--- src/rtl/apb_pkg.sv ---
// Shared APB completer types: FSM state encoding, response codes, wait-state bound.
// Latency: none (declarations only).
// Backpressure: none (declarations only).
package apb_pkg;

  typedef enum logic [1:0] {
    IDLE = 2'd0,
    WAIT = 2'd1,
    RESP = 2'd2
  } apb_slv_state_t;

  localparam logic APB_RESP_OK  = 1'b0;
  localparam logic APB_RESP_ERR = 1'b1;

  // Largest wait-state count a completer may insert; sizes the wait timer.
  localparam int APB_MAX_WAIT = 15;

endpackage

--- src/rtl/apb_wait_timer.sv ---
// Loadable 4-bit down-counter; done is high while the count is zero.
// Latency: load/clear take effect on the next clock edge.
// Backpressure: none; dec at zero holds at zero instead of wrapping.
module apb_wait_timer
  import apb_pkg::*;
(
  input  logic                                  clk,
  input  logic                                  rst,
  input  logic                                  load,
  input  logic [$clog2(APB_MAX_WAIT + 1)-1:0]   load_val,
  input  logic                                  dec,
  input  logic                                  clr,
  output logic                                  done
);

  localparam int CNT_W = $clog2(APB_MAX_WAIT + 1);

  logic [CNT_W-1:0] cnt;

  // Clear wins over load so an aborted transfer always leaves the timer at zero.
  always_ff @(posedge clk or posedge rst) begin
    if (rst) begin
      cnt <= '0;
    end else if (clr) begin
      cnt <= '0;
    end else if (load) begin
      cnt <= load_val;
    end else if (dec && (cnt != '0)) begin
      cnt <= cnt - 1'b1;
    end
  end

  assign done = (cnt == '0);

endmodule

--- src/rtl/apb_reg_slave.sv ---
// APB completer in front of a bank of NUM_REGS word registers with RO masking and error decode.
// Latency: PREADY_o rises 1+WAIT_CYCLES cycles after the setup cycle; all APB outputs registered.
// Backpressure: PREADY_o held low for WAIT_CYCLES access cycles; dropping PSEL_i aborts without commit.
module apb_reg_slave
  import apb_pkg::*;
#(
  parameter int                  APB_DATA_WIDTH = 32,
  parameter int                  APB_ADDR_WIDTH = 32,
  parameter int                  NUM_REGS       = 8,
  parameter int                  WAIT_CYCLES    = 1,
  parameter logic [NUM_REGS-1:0] RO_MASK        = '0
) (
  input  logic                               clk,
  input  logic                               rst,
  input  logic [APB_ADDR_WIDTH-1:0]          PADDR_i,
  input  logic [APB_DATA_WIDTH-1:0]          PWDATA_i,
  input  logic                               PWRITE_i,
  input  logic                               PSEL_i,
  input  logic                               PENABLE_i,
  output logic [APB_DATA_WIDTH-1:0]          PRDATA_o,
  output logic                               PREADY_o,
  output logic                               PSLVERR_o,
  output logic [NUM_REGS*APB_DATA_WIDTH-1:0] regs_o,
  input  logic [NUM_REGS*APB_DATA_WIDTH-1:0] ro_data_i,
  output logic [NUM_REGS-1:0]                wr_pulse_o
);

  localparam int IDX_W = $clog2(NUM_REGS);
  localparam int CNT_W = $clog2(APB_MAX_WAIT + 1);
  localparam logic [CNT_W-1:0] WAIT_LOAD = (WAIT_CYCLES == 0) ? '0 : CNT_W'(WAIT_CYCLES - 1);

  apb_slv_state_t            state;
  logic [IDX_W-1:0]          lat_idx;
  logic                      lat_write;
  logic [APB_DATA_WIDTH-1:0] lat_wdata;
  logic                      lat_err;
  logic [APB_DATA_WIDTH-1:0] regs [NUM_REGS];

  logic                      setup;
  logic [IDX_W-1:0]          cur_idx;
  logic                      cur_err;
  logic [IDX_W-1:0]          rd_idx;
  logic                      rd_write;
  logic                      rd_err;
  logic [APB_DATA_WIDTH-1:0] rd_dat;
  logic                      commit;
  logic                      tmr_load;
  logic                      tmr_dec;
  logic                      tmr_clr;
  logic                      tmr_done;

  assign setup   = PSEL_i && !PENABLE_i;
  assign cur_idx = PADDR_i[IDX_W+1:2];
  // Misaligned, beyond the bank, or a write aimed at a read-only register.
  assign cur_err = (PADDR_i[1:0] != 2'b00) ||
                   ((PADDR_i >> (IDX_W + 2)) != '0) ||
                   (PWRITE_i && RO_MASK[cur_idx]);

  // With zero wait states RESP is entered straight from the setup sample, so use the live
  // bus; otherwise use the values latched at setup.
  always_comb begin
    rd_idx   = (state == IDLE) ? cur_idx  : lat_idx;
    rd_write = (state == IDLE) ? PWRITE_i : lat_write;
    rd_err   = (state == IDLE) ? cur_err  : lat_err;
    rd_dat   = RO_MASK[rd_idx] ? ro_data_i[int'(rd_idx)*APB_DATA_WIDTH +: APB_DATA_WIDTH]
                               : regs[rd_idx];
    if (rd_err || rd_write) begin
      rd_dat = '0;
    end
  end

  assign commit   = (state == RESP) && PSEL_i && PENABLE_i && lat_write && !lat_err;
  assign tmr_load = (state == IDLE) && setup && (WAIT_CYCLES != 0);
  assign tmr_dec  = (state == WAIT) && PSEL_i;
  assign tmr_clr  = (state == WAIT) && !PSEL_i;

  apb_wait_timer u_timer (
    .clk      (clk),
    .rst      (rst),
    .load     (tmr_load),
    .load_val (WAIT_LOAD),
    .dec      (tmr_dec),
    .clr      (tmr_clr),
    .done     (tmr_done)
  );

  // Transfer sequencing with registered APB response outputs and the write strobe.
  always_ff @(posedge clk or posedge rst) begin
    if (rst) begin
      state      <= IDLE;
      lat_idx    <= '0;
      lat_write  <= 1'b0;
      lat_wdata  <= '0;
      lat_err    <= APB_RESP_OK;
      PREADY_o   <= 1'b0;
      PSLVERR_o  <= APB_RESP_OK;
      PRDATA_o   <= '0;
      wr_pulse_o <= '0;
    end else begin
      wr_pulse_o <= '0;
      if (commit) begin
        wr_pulse_o[lat_idx] <= 1'b1;
      end
      case (state)
        IDLE: begin
          if (setup) begin
            lat_idx   <= cur_idx;
            lat_write <= PWRITE_i;
            lat_wdata <= PWDATA_i;
            lat_err   <= cur_err;
            if (WAIT_CYCLES == 0) begin
              state     <= RESP;
              PREADY_o  <= 1'b1;
              PSLVERR_o <= rd_err;
              PRDATA_o  <= rd_dat;
            end else begin
              state <= WAIT;
            end
          end
        end
        WAIT: begin
          if (!PSEL_i) begin
            state <= IDLE;
          end else if (tmr_done) begin
            state     <= RESP;
            PREADY_o  <= 1'b1;
            PSLVERR_o <= rd_err;
            PRDATA_o  <= rd_dat;
          end
        end
        RESP: begin
          state     <= IDLE;
          PREADY_o  <= 1'b0;
          PSLVERR_o <= APB_RESP_OK;
          PRDATA_o  <= '0;
        end
        default: state <= IDLE;
      endcase
    end
  end

  // Register bank: only committed, error-free writes land; RO entries are never written.
  always_ff @(posedge clk or posedge rst) begin
    if (rst) begin
      for (int i = 0; i < NUM_REGS; i++) begin
        regs[i] <= '0;
      end
    end else if (commit && !RO_MASK[lat_idx]) begin
      regs[lat_idx] <= lat_wdata;
    end
  end

  for (genvar i = 0; i < NUM_REGS; i++) begin : g_regs_out
    assign regs_o[i*APB_DATA_WIDTH +: APB_DATA_WIDTH] = RO_MASK[i] ? '0 : regs[i];
  end

endmodule
--- config.mk ---
export PLATFORM = sky130hd
export DESIGN_NAME = apb_reg_slave
export DESIGN_NICKNAME = d
export VERILOG_FILES = /design/src/rtl/apb_pkg.sv /design/src/rtl/apb_wait_timer.sv /design/src/rtl/apb_reg_slave.sv
export SDC_FILE = /design/constraint.sdc
export NUM_CORES = 1
export LEC_CHECK = 0
export ABC_AREA = 1
export ABC_CLOCK_PERIOD_IN_PS = 38700
export CAP_MARGIN = 20
export CORE_AREA = 2 2 243 245
export DETAILED_ROUTE_END_ITERATION = 10
export DIE_AREA = 0 0 245 247
export GPL_TIMING_DRIVEN = 0
export SYNTH_ARGS = -nofsm -noshare
export SYNTH_HDL_FRONTEND = slang
export SYNTH_SLANG_ARGS = --single-unit
export TNS_END_PERCENT = 1
--- constraint.sdc ---
create_clock -name clk -period 38.7 [get_ports clk]
set_input_delay 9.675 -clock clk [delete_from_list [all_inputs] [get_ports clk]]
set_output_delay 9.675 -clock clk [all_outputs]
set_load 0.005 [all_outputs]
# Word-level counts from Yosys, hierarchy flattened
# Memory sizes are Yosys's and may differ from the RTL's.
# Index checks and enable logic that the tools add are counted.
[word_totals]
ff_bits = 341
rom_bits = 24
out_inout_bits = 298
mem_count = 3
[mem_list]
columns = ["name", "depth", "width", "read_ports", "rd_clocked_by_memory_dff", "wr", "line_no", "source"]
rows = [
  ["(no name shown)", 8, 1, 1, 0, 0, "apb_reg_slave.sv:148", "end else if (commit && !RO_MASK[lat_idx]) begin"],
  ["(no name shown)", 8, 1, 1, 0, 0, "apb_reg_slave.sv:65", "rd_dat = RO_MASK[rd_idx] ? ro_data_i[int'(rd_idx)*APB_DATA_WIDTH +: APB_DATA_WIDTH]"],
  ["(no name shown)", 8, 1, 1, 0, 0, "apb_reg_slave.sv:57", "(PWRITE_i && RO_MASK[cur_idx]);"],
]
[classes]
add_sub_neg = 1
order_cmp = 7
eq_ne = 6
shift = 1
n_mux = 33
n_bitwise = 2
n_reduce_logical = 30
[ops]
columns = ["op", "count"]
rows = [
  ["256-bit bitwise mux", 1],
  ["256-bit by 9-bit indexed part select with 32-bit output", 1],
  ["32-bit 2-to-1 mux", 7],
  ["32-bit binary-select mux with 3-bit select", 1],
  ["32-bit demux with 3-bit select", 1],
  ["32-bit case mux with 2 select lines", 1],
  ["32-bit nonzero test", 1],
  ["1-bit logical AND", 13],
  ["3-bit by 4-bit less-than comparator with 1-bit output (second input constant)", 3],
  ["4-bit 2-to-1 mux", 3],
  ["1-bit 2-to-1 mux", 10],
  ["4-bit >= comparator (second input constant)", 2],
  ["8-bit 2-to-1 mux", 1],
  ["3-bit NOT with 4-bit output", 2],
  ["2-bit 2-to-1 mux", 3],
  ["2-bit != test (second input constant)", 3],
  ["1-bit zero test", 4],
  ["4-bit zero test", 1],
  ["4-bit by 1-bit less-than comparator with 1-bit output (second input constant)", 1],
  ["1-bit case mux with 2 select lines", 2],
  ["2-bit case mux with 2 select lines", 1],
  ["2-bit AND reduction", 2],
  ["2-bit nonzero test", 2],
  ["4-bit nonzero test", 1],
  ["other kinds (11)", 13],
]

# Logic depth before layout (Yosys ltp)
[logic_depth]
depth_word = 11
mapped_depth = 12
ltp_nobuf = 11

# Hierarchy
# From an unflattened synthesis, not the netlist that was laid out.
[hier_totals]
cells_unflattened = 1834
area_unflattened_um2 = 15140.8
[modules_own_cells]
columns = ["mod", "instances", "cells_each", "area_per_inst_um2"]
rows = [
  ["apb_reg_slave", 1, 1794, 14825.5],
  ["apb_wait_timer", 1, 40, 315.3],
]

# Least setup slack after synthesis
# OpenSTA, ideal clock, no wires.
[synth_path]
kind = "input port to flip-flop"
from = "input port PADDR_i[5]"
to = "register PRDATA_o[20]"
setup_ps = 66
arrival_time_ps = 10759
required_ps = 38634
slack_ps = 27876
path_stages = 9
path_cell_list = "or2_2 nor2_1 nand2_1 nor2_1 nand2_1 a21oi_4 buf_4 nand2_1 nand2_1"
[synth_between]
elab_chain_len = 9
[synth_lines]
columns = ["item", "line_no", "source"]
rows = [
  ["start, declared", "apb_reg_slave.sv:15", "input logic [APB_ADDR_WIDTH-1:0] PADDR_i,"],
  ["32-bit nonzero test", "apb_reg_slave.sv:56", "((PADDR_i >> (IDX_W + 2)) != '0) ||"],
  ["1-bit logical OR", "apb_reg_slave.sv:55", "assign cur_err = (PADDR_i[1:0] != 2'b00) ||"],
  ["1-bit logical OR", "apb_reg_slave.sv:56", ""],
  ["1-bit 2-to-1 mux", "apb_reg_slave.sv:64", "rd_err = (state == IDLE) ? cur_err : lat_err;"],
  ["1-bit logical OR", "apb_reg_slave.sv:67", "if (rd_err || rd_write) begin"],
  ["32-bit 2-to-1 mux", "apb_reg_slave.sv:67", ""],
  ["32-bit 2-to-1 mux", "apb_reg_slave.sv:124", "end else if (tmr_done) begin"],
  ["32-bit 2-to-1 mux", "apb_reg_slave.sv:122", "if (!PSEL_i) begin"],
  ["32-bit case mux with 2 select lines", "apb_reg_slave.sv:104", "case (state)"],
  ["end signal, assigned", "apb_reg_slave.sv:115", "PRDATA_o <= rd_dat;"],
  ["end signal, assigned", "apb_reg_slave.sv:128", "PRDATA_o <= rd_dat;"],
  ["end, declared", "apb_reg_slave.sv:20", "output logic [APB_DATA_WIDTH-1:0] PRDATA_o,"],
]
# Every way passes these cells. The select of a mux whose other input is x is not followed.
# A chain may end at the register's enable or synchronous reset.

# Worst setup path in the final report
[layout_path]
from = "input port PSEL_i"
to = "register PRDATA_o[8]"
[layout_between]
elab_chain_len = 2
[layout_lines]
columns = ["item", "line_no", "source"]
rows = [
  ["start, declared", "apb_reg_slave.sv:18", "input logic PSEL_i,"],
  ["2-bit != test (no source line)", "n/a", ""],
  ["3-bit AND reduction (no source line)", "n/a", ""],
]
# Every way passes these cells.

==> results.json <==
{
  "rsz0062_at_grt": "no",
  "whs_ns": 0.483,
  "drive_above_1_share_pct": 6.66,
  "p_clk_share_pct": 30.4,
  "r2r_slack_ns": 36.12,
  "finalSetupTns_ns": 0,
  "timing.critical_path.cells": "clkdlybuf4s50_1, inv_1, nor3_4, nor2_1, clkbuf_1, nand2_1, nand2_1",
  "ir_worst_vdd_mv": 0.0274,
  "r2r-start": "u_timer.cnt[0]$_DFFE_PP0P_",
  "numPlacedInstances": 3179,
  "cts_hold_buf": 0,
  "synthArstFlopShare_pct": 100,
  "hp-start": "PRDATA_o[14]$_DFFE_PP0P_",
  "worstMarginPinSlew_ns": 1.00,
  "ys_seq_area_share_pct": 52.9,
  "power_mw": 1.25,
  "intPower_mw": 0.770,
  "place_hpwl_mm": 50.9,
  "rows": 89,
  "antenna_found_initial": 4,
  "synth_area_leaders": "dfrtp_1, nand2_1, nand3_1",
  "whs_endpoint": "PRDATA_o[14]$_DFFE_PP0P_",
  "clock_latency_ns": 0.55,
  "layout.nets": 2776,
  "crit_top_cell": "nand2_1",
  "hold_path_depth": 2,
  "fin_crit_sh_pct": 29.9,
  "cts_htree_levels": 2,
  "combinationalPowerShare_pct": 36.1,
  "fin_util_pct": 38.0,
  "maxCapViolations": 0,
  "pwr-share-seq_pct": 33.5,
  "vias_per_cell": 4.92,
  "worst_slack_ns": 27.12,
  "cts-resized-gates": 0,
  "path_class": "input port to flop",
  "p_leak_nw": 10.1,
  "fin_crit_ns": 11.58,
  "grt_max_degree": 130,
  "start_kind": "input port",
  "fp.dieW_um": 245,
  "syn_area_um2": 16100,
  "drc": 0,
  "gp_congestion": 0.855,
  "synth_area_leader_cell": "dfrtp_1",
  "p_sw_share_pct": 38.4,
  "grt_first_pass_wirelength_mm": 104,
  "dp_slack_ns": 26.32,
  "core_um2": 58200,
  "n_fill_cell": 5875,
  "r2r-end": "PRDATA_o[8]$_DFFE_PP0P_",
  "overflow": 0,
  "clock_path_buffers": 3,
  "synth_area_per_cell_um2": 7.91,
  "switching_power_mw": 0.481,
  "finalMaxSlewViolations": 0,
  "io_buffer_count": 366,
  "post_cts_buffers": 0,
  "initial_core_util_pct": 27.7,
  "cp-end-kind": "flop",
  "max_freq_mhz": 86.4,
  "synth_cell_types": 32,
  "drt-pass1-iter-count": 5,
  "dpl_cell_area_um2": 20800,
  "yosys.area.top_type_share_pct": 52.9,
  "vias": 16000,
  "slowest_stage": "nor2_1",
  "synth_edf_count": 0,
  "syn_inst": 2038,
  "dieArea_um2": 60500,
  "fin_cells": 3253,
  "synth-main-ff-cell": "dfrtp_1",
  "postLayoutCellArea_um2": 22100,
  "worstHoldPathType": "flop to flop",
  "cts_tree": "built",
  "io_pins": 623,
  "die_h_um": 247,
  "status": "completed",
  "ff2ff_path_depth": 8,
  "ys_ff_latch": 341,
  "track_usage_pct": 23.5,
  "yosysMostFrequentCell": "nand2_1",
  "worst_slew_margin_rel_pct": 32.9,
  "ant_nets": 0,
  "hold_violations": 0,
  "cp.arrival_ns": 12.06,
  "ys.warnings.count": 0,
  "routed_wl_mm": 72.9,
  "numClockSinks": 341,
  "path_clk_slew_ns": 0.06,
  "cp_slowest_stage_delay_ns": 0.76,
  "finalSetupViolations": 0,
  "fin_skew_ns": 0.0214,
  "wl_per_cell_um": 22.4,
  "dr.first_iter.drc_count": 1504,
  "clockRootBuffer": "clkbuf_16",
  "power_density_nw_per_um2": 56.5,
  "syn_nets": 2365,
  "synth_common_cells": "nand2_1, dfrtp_1, inv_1",
  "worstPathMaxFanout": 10,
  "grt_pass1_vias": 15700,
  "cts_buffers": 40,
  "syn_to_final_growth_pct": 37.3,
  "cp_data_required_time_ns": 39.18
}
[flip-flops by register name (all words and copies together), names as in the netlist]
name / flops
PREADY_o: 1
PSLVERR_o: 1
regs_o: 256
lat_err: 1
lat_write: 1
state: 2
lat_wdata: 32
wr_pulse_o: 8
PRDATA_o: 32
u_timer.cnt: 4
lat_idx: 3
[cell type report]
type | instances | area (µm²) | share of cell area, %
plain buffers | 127 | 693 | 3.13
repair buffers | 369 | 3730 | 16.8
clock buffers | 59 | 1160 | 5.25
clock inverters | 11 | 141 | 0.638
inverters | 315 | 1190 | 5.37
multi-input cells | 1255 | 5720 | 25.8
diodes | 3 | 7.51 | 0.0339
flip-flops and latches | 341 | 8530 | 38.5
well taps | 773 | 967 | 4.37
[worst max path at each step]
stage / cells after the start / startpoint / endpoint
2_1_floorplan: 1 / rst / PRDATA_o[0]$_DFFE_PP0P_
3_3_place_gp: 2 / rst / regs_o[110]$_DFFE_PP0P_
3_5_place_dp: 6 / PSEL_i / lat_wdata[31]$_DFFE_PP0P_
4_1_cts: 6 / PSEL_i / lat_wdata[31]$_DFFE_PP0P_
5_1_grt: 7 / PSEL_i / PRDATA_o[9]$_DFFE_PP0P_
6_report: 7 / PSEL_i / PRDATA_o[8]$_DFFE_PP0P_
[power groups by stage]
| stage | clock network [mW] | logic, mW | registers, mW |
|---|---|---|---|
| after global routing | 0.399 | 0.491 | 0.423 |
| after CTS | 0.384 | 0.447 | 0.419 |
| after detailed placement | 0 | 0.445 | 0.425 |
| after floorplan | 0 | 0.259 | 0.420 |
| final | 0.380 | 0.451 | 0.419 |
| after global placement | 0 | 0.438 | 0.424 |
[critical path: cells and delay by family]
family        cells  cell delay [ns]
simple gates      4             1.09
buf+inv           3             1.28
[layer usage]
metal	vias up	global-route usage [%]	routed length [µm]
li1	7234	-	-
met1	7725	30.7	30300
met2	877	37.6	33400
met3	165	5.39	6530
met4	0	9.94	2700
met5	-	0	0
[cell usage in the layout (no fill, tap or decap), drive strengths merged, types with 5 or more instances in the layout]
cell             n
clkinv           5
nand3b          32
inv            315
nand3          292
nor3             6
nand2          586
nor2            29
buf             86
dfrtp          341
clkbuf         103
clkdlybuf4s50  366
o21ai          299
[cells by family (layout without fill, tap and decap cells)]
kind of cell | count (synthesis) | after routing | synth area share (%)
AOI/OAI and AO/OA | 303 | 303 | 9.66
xor gates and xnor gates | 1 | 1 | 0.0543
adders and majority gates | 2 | 2 | 0.155
buffers and inverters | 442 | 881 | 11.6
DFF | 341 | 341 | 52.9
other | 0 | 3 | 0
and+or+nand+nor | 949 | 949 | 25.6
Power figures use the tool's default switching activity.
